File: src/rtl/button_reboot_ctrl.sv
// Debounces the user button into short/long press events; a long hold can pulse RST_N low
// to reboot the FPGA. Drives the active-low RGB LED with press/hold/reboot feedback.
//
// state    | meaning
// ---------+------------------------------------------------------------
// IDLE     | button released, waiting for a press
// DB_PRESS | press seen, waiting for DEBOUNCE_CYCLES stable cycles
// HELD     | press accepted, hold_cnt timing toward a long hold
// DB_REL   | release seen while held, debouncing it (hold_cnt frozen)
// REBOOT   | RST_N driven low for RST_PULSE_CYCLES
// WAIT_REL | long hold handled, waiting for a debounced release
module button_reboot_ctrl #(
   parameter int DEBOUNCE_CYCLES  = 480000,
   parameter int LONG_CYCLES      = 96000000,
   parameter int RST_PULSE_CYCLES = 48
) (
   input  logic       CLK,
   input  logic       RST,
   input  logic       BTN_N,
   input  logic       REBOOT_EN,
   output logic       SHORT_PRESS,
   output logic       LONG_PRESS,
   output logic       RST_N,
   output logic [2:0] LED_N
);

   localparam int CNT_MAX = (DEBOUNCE_CYCLES > RST_PULSE_CYCLES) ? DEBOUNCE_CYCLES
                                                                 : RST_PULSE_CYCLES;
   localparam int CW = (CNT_MAX > 1) ? $clog2(CNT_MAX) : 1;
   localparam int HW = (LONG_CYCLES > 1) ? $clog2(LONG_CYCLES) : 1;

   localparam logic [CW-1:0] DB_LAST    = CW'(DEBOUNCE_CYCLES - 1);
   localparam logic [CW-1:0] PULSE_LAST = CW'(RST_PULSE_CYCLES - 1);
   localparam logic [HW-1:0] LONG_LAST  = HW'(LONG_CYCLES - 1);
   localparam logic [HW-1:0] LONG_HALF  = HW'(LONG_CYCLES / 2);

   localparam logic [2:0] LED_OFF   = 3'b111;
   localparam logic [2:0] LED_BLUE  = 3'b110;
   localparam logic [2:0] LED_GREEN = 3'b101;
   localparam logic [2:0] LED_RED   = 3'b011;

   typedef enum logic [2:0] {
      S_IDLE     = 3'd0,
      S_DB_PRESS = 3'd1,
      S_HELD     = 3'd2,
      S_DB_REL   = 3'd3,
      S_REBOOT   = 3'd4,
      S_WAIT_REL = 3'd5
   } state_t;

   state_t        state, state_nxt;
   logic [CW-1:0] cnt, cnt_nxt;
   logic [HW-1:0] hold_cnt, hold_nxt;
   logic          rebooted, rebooted_nxt;
   logic          sync_1, sync_2;
   logic          pressed;
   logic          short_nxt, long_nxt, rst_n_nxt;
   logic [2:0]    led_nxt;

   // BTN_N is asynchronous to CLK; the FSM only ever looks at sync_2.
   always_ff @(posedge CLK or posedge RST) begin
      if (RST) begin
         sync_1 <= 1'b1;
         sync_2 <= 1'b1;
      end else begin
         sync_1 <= BTN_N;
         sync_2 <= sync_1;
      end
   end

   assign pressed = ~sync_2;

   always_ff @(posedge CLK or posedge RST) begin
      if (RST) begin
         state       <= S_IDLE;
         cnt         <= '0;
         hold_cnt    <= '0;
         rebooted    <= 1'b0;
         SHORT_PRESS <= 1'b0;
         LONG_PRESS  <= 1'b0;
         RST_N       <= 1'b1;
         LED_N       <= LED_OFF;
      end else begin
         state       <= state_nxt;
         cnt         <= cnt_nxt;
         hold_cnt    <= hold_nxt;
         rebooted    <= rebooted_nxt;
         SHORT_PRESS <= short_nxt;
         LONG_PRESS  <= long_nxt;
         RST_N       <= rst_n_nxt;
         LED_N       <= led_nxt;
      end
   end

   always_comb begin
      state_nxt    = state;
      cnt_nxt      = cnt;
      hold_nxt     = hold_cnt;
      rebooted_nxt = rebooted;
      short_nxt    = 1'b0;
      long_nxt     = 1'b0;
      case (state)
         S_IDLE: begin
            if (pressed) begin
               state_nxt = S_DB_PRESS;
               cnt_nxt   = '0;
            end
         end
         S_DB_PRESS: begin
            if (!pressed) begin
               state_nxt = S_IDLE;
            end else if (cnt == DB_LAST) begin
               state_nxt = S_HELD;
               hold_nxt  = '0;
            end else begin
               cnt_nxt = cnt + CW'(1);
            end
         end
         S_HELD: begin
            if (!pressed) begin
               state_nxt = S_DB_REL;
               cnt_nxt   = '0;
            end else if (hold_cnt == LONG_LAST) begin
               // REBOOT_EN matters only on this decision cycle.
               cnt_nxt      = '0;
               rebooted_nxt = REBOOT_EN;
               if (REBOOT_EN) begin
                  state_nxt = S_REBOOT;
               end else begin
                  long_nxt  = 1'b1;
                  state_nxt = S_WAIT_REL;
               end
            end else begin
               hold_nxt = hold_cnt + HW'(1);
            end
         end
         S_DB_REL: begin
            if (pressed) begin
               state_nxt = S_HELD;
            end else if (cnt == DB_LAST) begin
               short_nxt = 1'b1;
               state_nxt = S_IDLE;
            end else begin
               cnt_nxt = cnt + CW'(1);
            end
         end
         S_REBOOT: begin
            if (cnt == PULSE_LAST) begin
               state_nxt = S_WAIT_REL;
               cnt_nxt   = '0;
            end else begin
               cnt_nxt = cnt + CW'(1);
            end
         end
         S_WAIT_REL: begin
            if (pressed) begin
               cnt_nxt = '0;
            end else if (cnt == DB_LAST) begin
               state_nxt = S_IDLE;
            end else begin
               cnt_nxt = cnt + CW'(1);
            end
         end
         default: begin
            state_nxt = S_IDLE;
            cnt_nxt   = '0;
         end
      endcase
   end

   always_comb begin
      rst_n_nxt = (state != S_REBOOT);
      led_nxt   = LED_OFF;
      case (state)
         S_DB_PRESS, S_DB_REL: led_nxt = LED_BLUE;
         S_HELD:               led_nxt = (hold_cnt >= LONG_HALF) ? LED_GREEN : LED_BLUE;
         S_REBOOT:             led_nxt = LED_RED;
         S_WAIT_REL:           led_nxt = rebooted ? LED_RED : LED_GREEN;
         default:              led_nxt = LED_OFF;
      endcase
   end

endmodule

File: config.mk
export PLATFORM = sky130hd
export DESIGN_NAME = button_reboot_ctrl
export DESIGN_NICKNAME = d
export VERILOG_FILES = /design/src/rtl/button_reboot_ctrl.sv
export SDC_FILE = /design/constraint.sdc
export NUM_CORES = 1
export LEC_CHECK = 0
export CAP_MARGIN = 20
export CORE_ASPECT_RATIO = 0.9
export CORE_MARGIN = 2
export CORE_UTILIZATION = 45
export CTS_BUF_LIST = sky130_fd_sc_hd__clkbuf_8
export CTS_CLUSTER_DIAMETER = 40
export DETAILED_ROUTE_END_ITERATION = 10
export GPL_TIMING_DRIVEN = 0
export REMOVE_ABC_BUFFERS = 1
export SLEW_MARGIN = 40
export SYNTH_ARGS = -nofsm -noshare
export SYNTH_HDL_FRONTEND = slang
export SYNTH_SLANG_ARGS = --single-unit
File: constraint.sdc
create_clock -name CLK -period 3.07 [get_ports CLK]
set_input_delay 0.614 -clock CLK [delete_from_list [all_inputs] [get_ports CLK]]
set_output_delay 0.614 -clock CLK [all_outputs]
set_load 0.05 [all_outputs]
# Yosys cells after proc, flatten, opt, wreduce, memory -nomap -nowiden
# Cells that the tools add are included.
# word_totals
reg_bits	58
in_bits	4
output_inout_bits	6
word_cells	75
# classes
n_addsub	2
n_lt_le_gt_ge	1
n_eq_ne	19
muxes	35
bitwise_logic	1
reduce_logical	7
# op_table
op	n
two-way mux 19 bit	8
case mux 19 bit (6 select lines)	1
two-way mux 27 bit	4
case mux 27 bit (2 select lines)	1
two-way mux 3 bit	10
adder 27 x 1 -> 27 bit (second input constant)	1
== test 27 bit (second input constant)	1
>= comparator 27 x 26 -> 1 bit (second input constant)	1
adder 19 x 1 -> 19 bit (second input constant)	1
== test 19 bit (second input constant)	1
== test 19 x 6 -> 1 bit (second input constant)	1
case mux 3 bit (6 select lines)	1
!= test 2 bit (second input constant)	8
case mux 3 bit (4 select lines)	1
AND reduction 5 bit	2
!= test 3 bit (second input constant)	3
two-way mux 1 bit	8
== test 3 x 2 -> 1 bit (second input constant)	2
== test 3 bit (second input constant)	2
AND reduction 4 bit	1
== test 3 x 1 -> 1 bit (second input constant)	1
zero test 3 bit	1
AND reduction 3 bit	1
two-way mux 2 bit	1
other kinds (3)	3

# Logic depth before layout (Yosys ltp)
# Gate-level depths: netlist of the first run.
# logic_depth
word_depth	4
mapped_depth	10
depth_no_buf	7

# Worst setup path before layout of the first run
# No wires, ideal clock.
# synth_timing
path_type	register -> register
from	register cnt[8]
to	register cnt[2]
setup_ps	125
t_arrival_ps	2300
required_time_ps	2945
path_slack_ps	645
stages_incl_launch_ff	7
n_path_buf	1
period_less_slack_ps	2425
path_cell_list	dfrtp_1 -> or4_4 -> o311ai_1 -> nand2_1 -> buf_2 -> a21oi_1 -> mux2i_1
# synth_between
elab_chain_cells	4
word_cells_on_any_way	8
classes_between	2 x eq/ne; 6 x mux
# synth_rtl
element	line	rtl
from (decl)	52	logic [CW-1:0] cnt, cnt_nxt;
from (signal assigned)	85	cnt <= cnt_nxt;
== test 19 bit	112, 140, 158	
two-way mux 19 bit	--	
two-way mux 19 bit, on equally long branches	--	
case mux 19 bit (6 select lines) *	102	case (state)
# Mark *: on every way between the ends. The rest lies on a longest branch, timed or not. The select of a mux whose other input is x is not followed.
# A chain may end at the register's enable or synchronous reset.

# Final worst setup path of the first run
# layout_timing
from	register cnt[8]
to	register hold_cnt[25]
# layout_between
elab_chain_cells	3
# layout_rtl
element	line	rtl
== test 19 bit	112	end else if (cnt == DB_LAST) begin
!= test 2 bit (no line)	--	
AND reduction 5 bit (no line)	--	
to (signal assigned)	86	hold_cnt <= hold_nxt;
to (decl)	53	logic [HW-1:0] hold_cnt, hold_nxt;
# Every way passes these cells.

==> results of run 1 <==
==> layout make-up <==
| cell class | count | area, um^2 |
|---|---|---|
| fill | 689 | 3327 |
| multi-input combinational | 281 | 1715 |
| sequential | 58 | 1459 |
| clock buffer | 10 | 137.6 |
| timing repair buffer | 13 | 132.6 |
| tap | 93 | 116.4 |
| clock inverter | 6 | 81.33 |
| inverter | 18 | 70.07 |
==> Yosys cell counts, types with 3 or more instances <==
| cell | n |
|---|---|
| a2111oi_0 | 3 |
| a211o_1 | 4 |
| a21oi_1 | 31 |
| a31oi_1 | 7 |
| a41oi_1 | 3 |
| and3_1 | 7 |
| buf_2 | 5 |
| clkbuf_1 | 10 |
| dfrtp_1 | 52 |
| dfstp_2 | 6 |
| ha_1 | 3 |
| inv_1 | 18 |
| nand2_1 | 36 |
| nand2b_1 | 5 |
| nand3_1 | 23 |
| nand4_1 | 16 |
| nor2_1 | 38 |
| nor3_1 | 11 |
| nor4_1 | 5 |
| o21ai_0 | 20 |
| o31ai_1 | 3 |
| o41ai_1 | 3 |
| or2_2 | 5 |
| xnor2_1 | 16 |
| xor2_1 | 4 |
==> cells in the final DEF, fill, tap and decap left out, types with 4 or more instances in the layout <==
| cell | netlist | routed |
|---|---|---|
| a211o_1 | 4 | 4 |
| a21oi_1 | 31 | 31 |
| a31oi_1 | 7 | 7 |
| and3_1 | 7 | 7 |
| clkbuf_8 | 0 | 10 |
| clkdlybuf4s50_1 | 0 | 9 |
| dfrtp_1 | 52 | 52 |
| dfstp_2 | 6 | 6 |
| inv_1 | 18 | 18 |
| nand2_1 | 36 | 36 |
| nand2b_1 | 5 | 5 |
| nand3_1 | 23 | 23 |
| nand4_1 | 16 | 16 |
| nor2_1 | 38 | 36 |
| nor3_1 | 11 | 11 |
| nor4_1 | 5 | 5 |
| o21ai_0 | 20 | 20 |
| or2_2 | 5 | 5 |
| xnor2_1 | 16 | 16 |
| xor2_1 | 4 | 4 |
==> critical path: cells and delay by family, from the launching register on <==
family	cells	cell delay (ns)
AOI/OAI and AO/OA	2	0.54
DFF	1	0.44
and+or+nand+nor	4	1.83
==> layer usage <==
layer	track usage	vias up
met2	0.3000	71
li1	-	1369
met3	0.04529	8
met5	0	-
met1	0.3132	1404
met4	0.06851	0
==> power by group <==
part,internal [mW],switching (mW)
Sequential,0.799,0.0374
Clock,0.473,0.314
Combinational,0.0863,0.185
==> what timing repair did <==
item | in CTS | in global routing
pin swaps | 0 | 1
buffers inserted | 0 | 3
resized for setup | 1 | 4
endpoints found under the setup margin | 1 | 6
gates cloned | 0 | 0
==> stage by stage <==
stage | hold WS [ns] | setup WS (ns) | std cells | utilization
2_1_floorplan | 0.3452 | 0.3929 | 357 | -
3_3_place_gp | 0.3465 | -0.2556 | 459 | 0.4852
3_5_place_dp | 0.3558 | -0.03321 | 460 | 0.4899
4_1_cts | 0.3599 | 0.03083 | 476 | 0.5220
5_1_grt | 0.3600 | 0.01656 | 479 | 0.5274
6_report | 0.3560 | 0.1685 | 479 | 0.5274
==> cell families (layout without fill, tap and decap cells) <==
group | Yosys count | after routing | share of synthesized area
AO/OA/AOI/OAI | 90 | 90 | 0.1790
XOR/XNOR | 20 | 20 | 0.05353
adder cells (fa/ha/maj) | 3 | 3 | 0.01147
buffers and inverters | 33 | 47 | 0.03977
flip-flops | 58 | 58 | 0.4459
multiplexers | 4 | 4 | 0.01300
AND/OR/NAND/NOR | 164 | 164 | 0.2574
==> registers in the layout (all words and copies together), names as in the netlist <==
name,cells
rebooted,1
cnt,19
SHORT_PRESS,1
RST_N,1
sync_2,1
LONG_PRESS,1
state,3
sync_1,1
hold_cnt,27
LED_N,3
==> worst paths after layout <==
check,startpoint,to,slack (ns),cells after the start
max,cnt[8]$_DFFE_PP0P_,hold_cnt[25]$_DFFE_PP0P_,0.17,6
max in group asynchronous,RST,RST_N$_DFF_PP1_,1.96,3
min reg2reg,sync_1$_DFF_PP1_,sync_2$_DFF_PP1_,0.36,0
min in group asynchronous,RST,hold_cnt[9]$_DFFE_PP0P_,0.56,2
max reg2reg,cnt[8]$_DFFE_PP0P_,hold_cnt[25]$_DFFE_PP0P_,0.17,6
min,sync_1$_DFF_PP1_,sync_2$_DFF_PP1_,0.36,0
==> impl_metrics.py, run 1 <==
metrics = {
    "place": {
        "detailed_place_hpwl_mm": 5.342,
        "dpl-instance-area_um2": 3448,
        "last_weighted_congestion_value_of_the_routability_driven_placer": 0.8847,
        "buffer_ports.inserted": 9,
    },
    "timing": {
        "fmax_mhz": 344.6,
        "worst_slew_pin_slew_ns": 0.7483,
        "timing.clock.skew_ns": 0.008071,
        "final_count_of_pins_violating_max_slew": 0,
        "finalCritPeriodShare": 0.9451,
        "final-setup-viol-count": 0,
        "setup_repair_after_global_routing_missed_its_margin": "false",
        "max_slew_margin": 0.4973,
        "hold_viol_final": 0,
        "final_period_minus_worst_setup_slack_ns": 2.902,
        "total_negative_setup_slacks_ns": 0,
    },
    "synth": {
        "synth-seq-area-share": 0.4459,
        "number_of_instances_in_the_synthesized_netlist": 372,
        "yosys.area.top_type": "dfrtp_1",
        "synth-warning-count": 0,
        "yosys-top-cells-area": "dfrtp_1 40%, dfstp_2 4.8%, a21oi_1 4.7%",
        "synth_async_sr_flop_share": 1.000,
        "dominantRegCellSynth": "dfrtp_1",
        "ys_seq_elements": 58,
        "syn_avg_cell_area_um2": 8.795,
        "synth.top_cell.area_share": 0.3977,
        "yosysUniqueCellTypes": 55,
        "synth_edf_count": 0,
        "mapped_area_um2": 3272,
    },
    "detailed_routing": {
        "wl_met2_mm": 3.400,
        "drc": 0,
        "dr.pass1.iters": 4,
        "num_vias": 2852,
        "met3_length_um": 385,
        "ant_nets": 0,
        "post_detailed_route_via_to_cell_ratio": 5.954,
        "metal_1_wl_mm": 3.966,
        "wl_mm": 7.822,
        "routedWlPerCell_um": 16.33,
        "highest_layer": "met4",
        "initialDrtViolationCount": 178,
    },
    "grt": {
        "pin_count_of_the_biggest_net_entering_global_routing": 43,
        "grtUsageTotal": 0.2086,
        "grt_first_pass_wirelength_mm": 13.08,
        "antenna_violations_before_repair": 0,
        "grt_pass1_vias": 2637,
        "overflow": 0,
    },
    "clocking": {
        "ctsHtreeMaxLevel": 3,
        "deepest_clock_path_buffer_count": 2,
        "clk_pin_slew_ns": 0.07,
        "tritoncts_clock_tree": "built",
        "cts_buffers": 9,
        "cts.sink_count": 58,
        "clock_latency_ns": 0.34,
        "clock-root-buffer": "clkbuf_8",
        "cts_hold_repair.buffers": 0,
    },
    "hold_path": {
        "worstHoldPathType": "reg -> reg",
    },
    "floorplanning": {
        "die_x_um": 93.88,
        "number_of_placed_i_o_pins": 10,
        "die_height_um": 84.90,
        "initial_core_util": 0.4648,
        "floorplan.die_area_um2": 7970,
        "rows": 29,
        "core_um2": 7039,
    },
    "setup_path": {
        "timing.critical_path.slowest_cell_delay_ns": 0.57,
        "cp-end-kind": "flop",
        "startpoint_type": "flop",
        "path_class": "reg -> reg",
        "timing.critical_path.cells": "or4_4 > nor4_4 > nand3_2 > a211o_1 > or3_1 > a21oi_1",
        "critical-path-slowest-cell": "or4_4",
        "required_ns": 3.33,
        "peak_fanout_along_the_critical_path": 14,
        "worstPathArrival_ns": 3.16,
    },
    "pwr": {
        "power.total_mw": 1.895,
        "power_density_nw_per_um2": 510.6,
        "power.static_leakage_nw": 1.459,
        "vdd_drop_max_v": 0.0003122,
    },
    "final_layout": {
        "final_layout_net_count": 388,
        "final_layout_size_suffix_gt1_frac": 0.1166,
        "layout-area-overhead-vs-synth_pct": 13.46,
        "layout.cell_area.non_filler_um2": 3712,
        "num_antenna_cells": 0,
    },
    "run_status": {
        "run_status": "finished, final reports clean",
    },
    "job": {
        "cap_violations": 0,
    },
}
No activity file was read; power rests on OpenSTA's default activity.
==> inputs of run 2 (changes only) <==
CAP_MARGIN = unset   (was 20)
CORE_UTILIZATION = 61   (was 45)
DONT_BUFFER_PORTS = 1   (was unset)
PLACE_DENSITY = 0.77   (was unset)
==> run 2 against run 1 <==
  * Clock skew decreased by 0.0020 ns
  * Routed wire length decreased by 1.5%
  * Register-to-register slack about the same
  * Sequential share of layout area increased by 1.6 points
  * Design area decreased by 4.0%
  * Flip-flop and latch count unchanged
  * Clock power decreased by 1%
  * Setup slack improved by 0.0068 ns
  * Final cell count decreased by 7.9%
  * Critical path type unchanged
  * Highest routed layer unchanged
==> impl_metrics.py, run 2 (synthesized netlist as in run 1, its figures left out) <==
metrics = {
    "final_layout": {
        "layout-area-overhead-vs-synth_pct": 8.948,
        "final_layout_size_suffix_gt1_frac": 0.1123,
        "regMostFlops": "hold_cnt",
        "num_antenna_cells": 0,
        "largest_register_ffs": 27,
        "layout.cells.most_common_list": "52 x dfrtp_1, 36 x nand2_1, 36 x nor2_1",
        "final_layout_net_count": 376,
        "biggest_regs": "hold_cnt x27, cnt x19",
        "layout_commonest_cell": "dfrtp_1",
        "layout.cells.non_filler": 441,
        "nFillCells": 397,
    },
    "setup_path": {
        "required_ns": 3.33,
        "startpoint_type": "flop",
        "r2r.worst_path.cells": 6,
        "timing.rr.start": "cnt[8]$_DFFE_PP0P_",
        "worstPathArrival_ns": 3.15,
        "path_depth": 6,
        "rrSetupSlack_ns": 0.18,
        "cp-end-kind": "flop",
        "crit_family": "simple AND/OR/NAND/NOR gates",
        "peak_fanout_along_the_critical_path": 14,
        "r2r_end": "hold_cnt[25]$_DFFE_PP0P_",
        "critPathBufInv": 0,
        "timing.critical_path.slowest_cell_delay_ns": 0.57,
        "timing.critical_path.cells": "or4_4 > nor4_4 > nand3_2 > a211o_1 > or3_1 > a21oi_1",
        "critical-path-slowest-cell": "or4_4",
        "path_class": "reg -> reg",
    },
    "clocking": {
        "cts.sink_count": 58,
        "tritoncts_clock_tree": "built",
        "clock_latency_ns": 0.34,
        "cts_hold_repair.buffers": 0,
        "clk_pin_slew_ns": 0.07,
        "cts_buffers": 9,
        "clock-root-buffer": "clkbuf_8",
        "deepest_clock_path_buffer_count": 2,
        "ctsHtreeMaxLevel": 3,
    },
    "floorplanning": {
        "die_height_um": 73.48,
        "number_of_placed_i_o_pins": 10,
        "core_um2": 5224,
        "rows": 25,
        "die_x_um": 81.20,
        "initial_core_util": 0.6263,
        "floorplan.die_area_um2": 5967,
    },
    "place": {
        "last_weighted_congestion_value_of_the_routability_driven_placer": 0.8681,
        "detailed_place_hpwl_mm": 5.192,
        "place_worst_setup_slack_ns": 0.09030,
        "place.detailed.instances": 425,
        "buffer_ports.inserted": 0,
    },
    "detailed_routing": {
        "initialDrtViolationCount": 315,
        "ant_nets": 0,
        "num_vias": 2872,
        "dr.pass1.iters": 5,
        "drc": 0,
        "routedWlPerCell_um": 17.46,
        "wl_mm": 7.701,
        "post_detailed_route_via_to_cell_ratio": 6.512,
    },
    "pwr": {
        "switching_part_of_the_total_power": 0.2820,
        "share_seq_of_total_power": 0.462,
        "clock_power_share": 0.416,
        "power.net_switching_mw": 0.5278,
        "power_frac_comb": 0.121,
        "power.static_leakage_nw": 1.409,
        "power_density_nw_per_um2": 525.1,
        "internal_power_mw": 1.344,
        "power.total_mw": 1.872,
        "vdd_drop_max_v": 0.0003687,
    },
    "grt": {
        "overflow": 0,
        "antenna_violations_before_repair": 0,
        "grtUsageMet2": 0.3930,
        "highest_utilization_routing_layer_at_the_global_route_stage": "met1",
        "grt_pass1_vias": 2634,
        "grtUsageMet3": 0.07248,
        "grtUsageMet1": 0.4278,
        "pin_count_of_the_biggest_net_entering_global_routing": 36,
        "grtUsageTotal": 0.2852,
        "grt_first_pass_wirelength_mm": 12.87,
    },
    "timing": {
        "final-setup-viol-count": 0,
        "worst_slew_pin_slew_ns": 0.6845,
        "setup_repair_after_global_routing_missed_its_margin": "false",
        "max_slew_margin": 0.5402,
        "timing.clock.skew_ns": 0.006096,
        "fmax_mhz": 345.5,
        "total_negative_setup_slacks_ns": 0,
        "setup_slack_ns": 0.1753,
        "final_period_minus_worst_setup_slack_ns": 2.895,
        "finalCritPeriodShare": 0.9429,
        "hold_viol_final": 0,
        "final_count_of_pins_violating_max_slew": 0,
    },
    "hold_path": {
        "worstHoldPathType": "in -> async",
    },
    "run_status": {
        "run_status": "finished, final reports clean",
    },
    "job": {
        "cap_violations": 0,
    },
}
-- run 2: cell count changes in the layout (fill, tap and decap cells not counted), sizes merged --
cell	change
clkdlybuf4s50	-9
buf	-3
-- run 2: worst max path at each step --
stage / slack (ns) / start / to
2_1_floorplan: 0.39 / state[1]$_DFFE_PP0P_ / hold_cnt[22]$_DFFE_PP0P_
3_3_place_gp: -0.11 / state[1]$_DFFE_PP0P_ / hold_cnt[22]$_DFFE_PP0P_
3_5_place_dp: 0.09 / hold_cnt[0]$_DFFE_PP0P_ / cnt[11]$_DFFE_PP0P_
4_1_cts: 0.05 / hold_cnt[0]$_DFFE_PP0P_ / cnt[11]$_DFFE_PP0P_
5_1_grt: 0.007 / hold_cnt[1]$_DFFE_PP0P_ / cnt[11]$_DFFE_PP0P_
6_report: 0.18 / cnt[8]$_DFFE_PP0P_ / hold_cnt[25]$_DFFE_PP0P_
-- run 2: what timing repair did --
action	CTS	global route
setup endpoints to repair	0	6
buffers inserted	0	0
gates resized for setup	0	3
hold endpoints to repair	0	0
-- run 2: cell type report --
type	instances	area (um^2)	share of cell area
flip-flops and latches	58	1459	0.4093
clock inverters	6	81.33	0.02282
inverters	18	70.07	0.01966
well taps	67	83.83	0.02352
repair buffers	1	20.02	0.005616
clock buffers	10	137.6	0.03861
multi-input cells	281	1713	0.4805
-- run 2: power by group through the flow --
stage          Sequential, mW  Combinational, mW  Clock [mW]
2_1_floorplan           0.865              0.166           0
3_3_place_gp            0.874              0.207           0
3_5_place_dp            0.877              0.220           0
4_1_cts                 0.863              0.222       0.789
5_1_grt                 0.870              0.257       0.831
6_report                0.865              0.227       0.779
-- run 2: routing by layer --
layer / routed length (um) / vias to the layer above
met5: 0 / -
met4: 97 / 0
met3: 618 / 11
met2: 3399 / 128
met1: 3586 / 1389
li1: - / 1344
-- run 2: per-stage QoR --
stage	instance area, um^2	utilization	hold slack [ns]
2_1_floorplan	3209	-	0.3452
3_3_place_gp	3293	0.6304	0.3461
3_5_place_dp	3326	0.6366	0.3530
4_1_cts	3545	0.6786	0.1114
5_1_grt	3565	0.6824	0.1243
6_report	3565	0.6824	0.1160
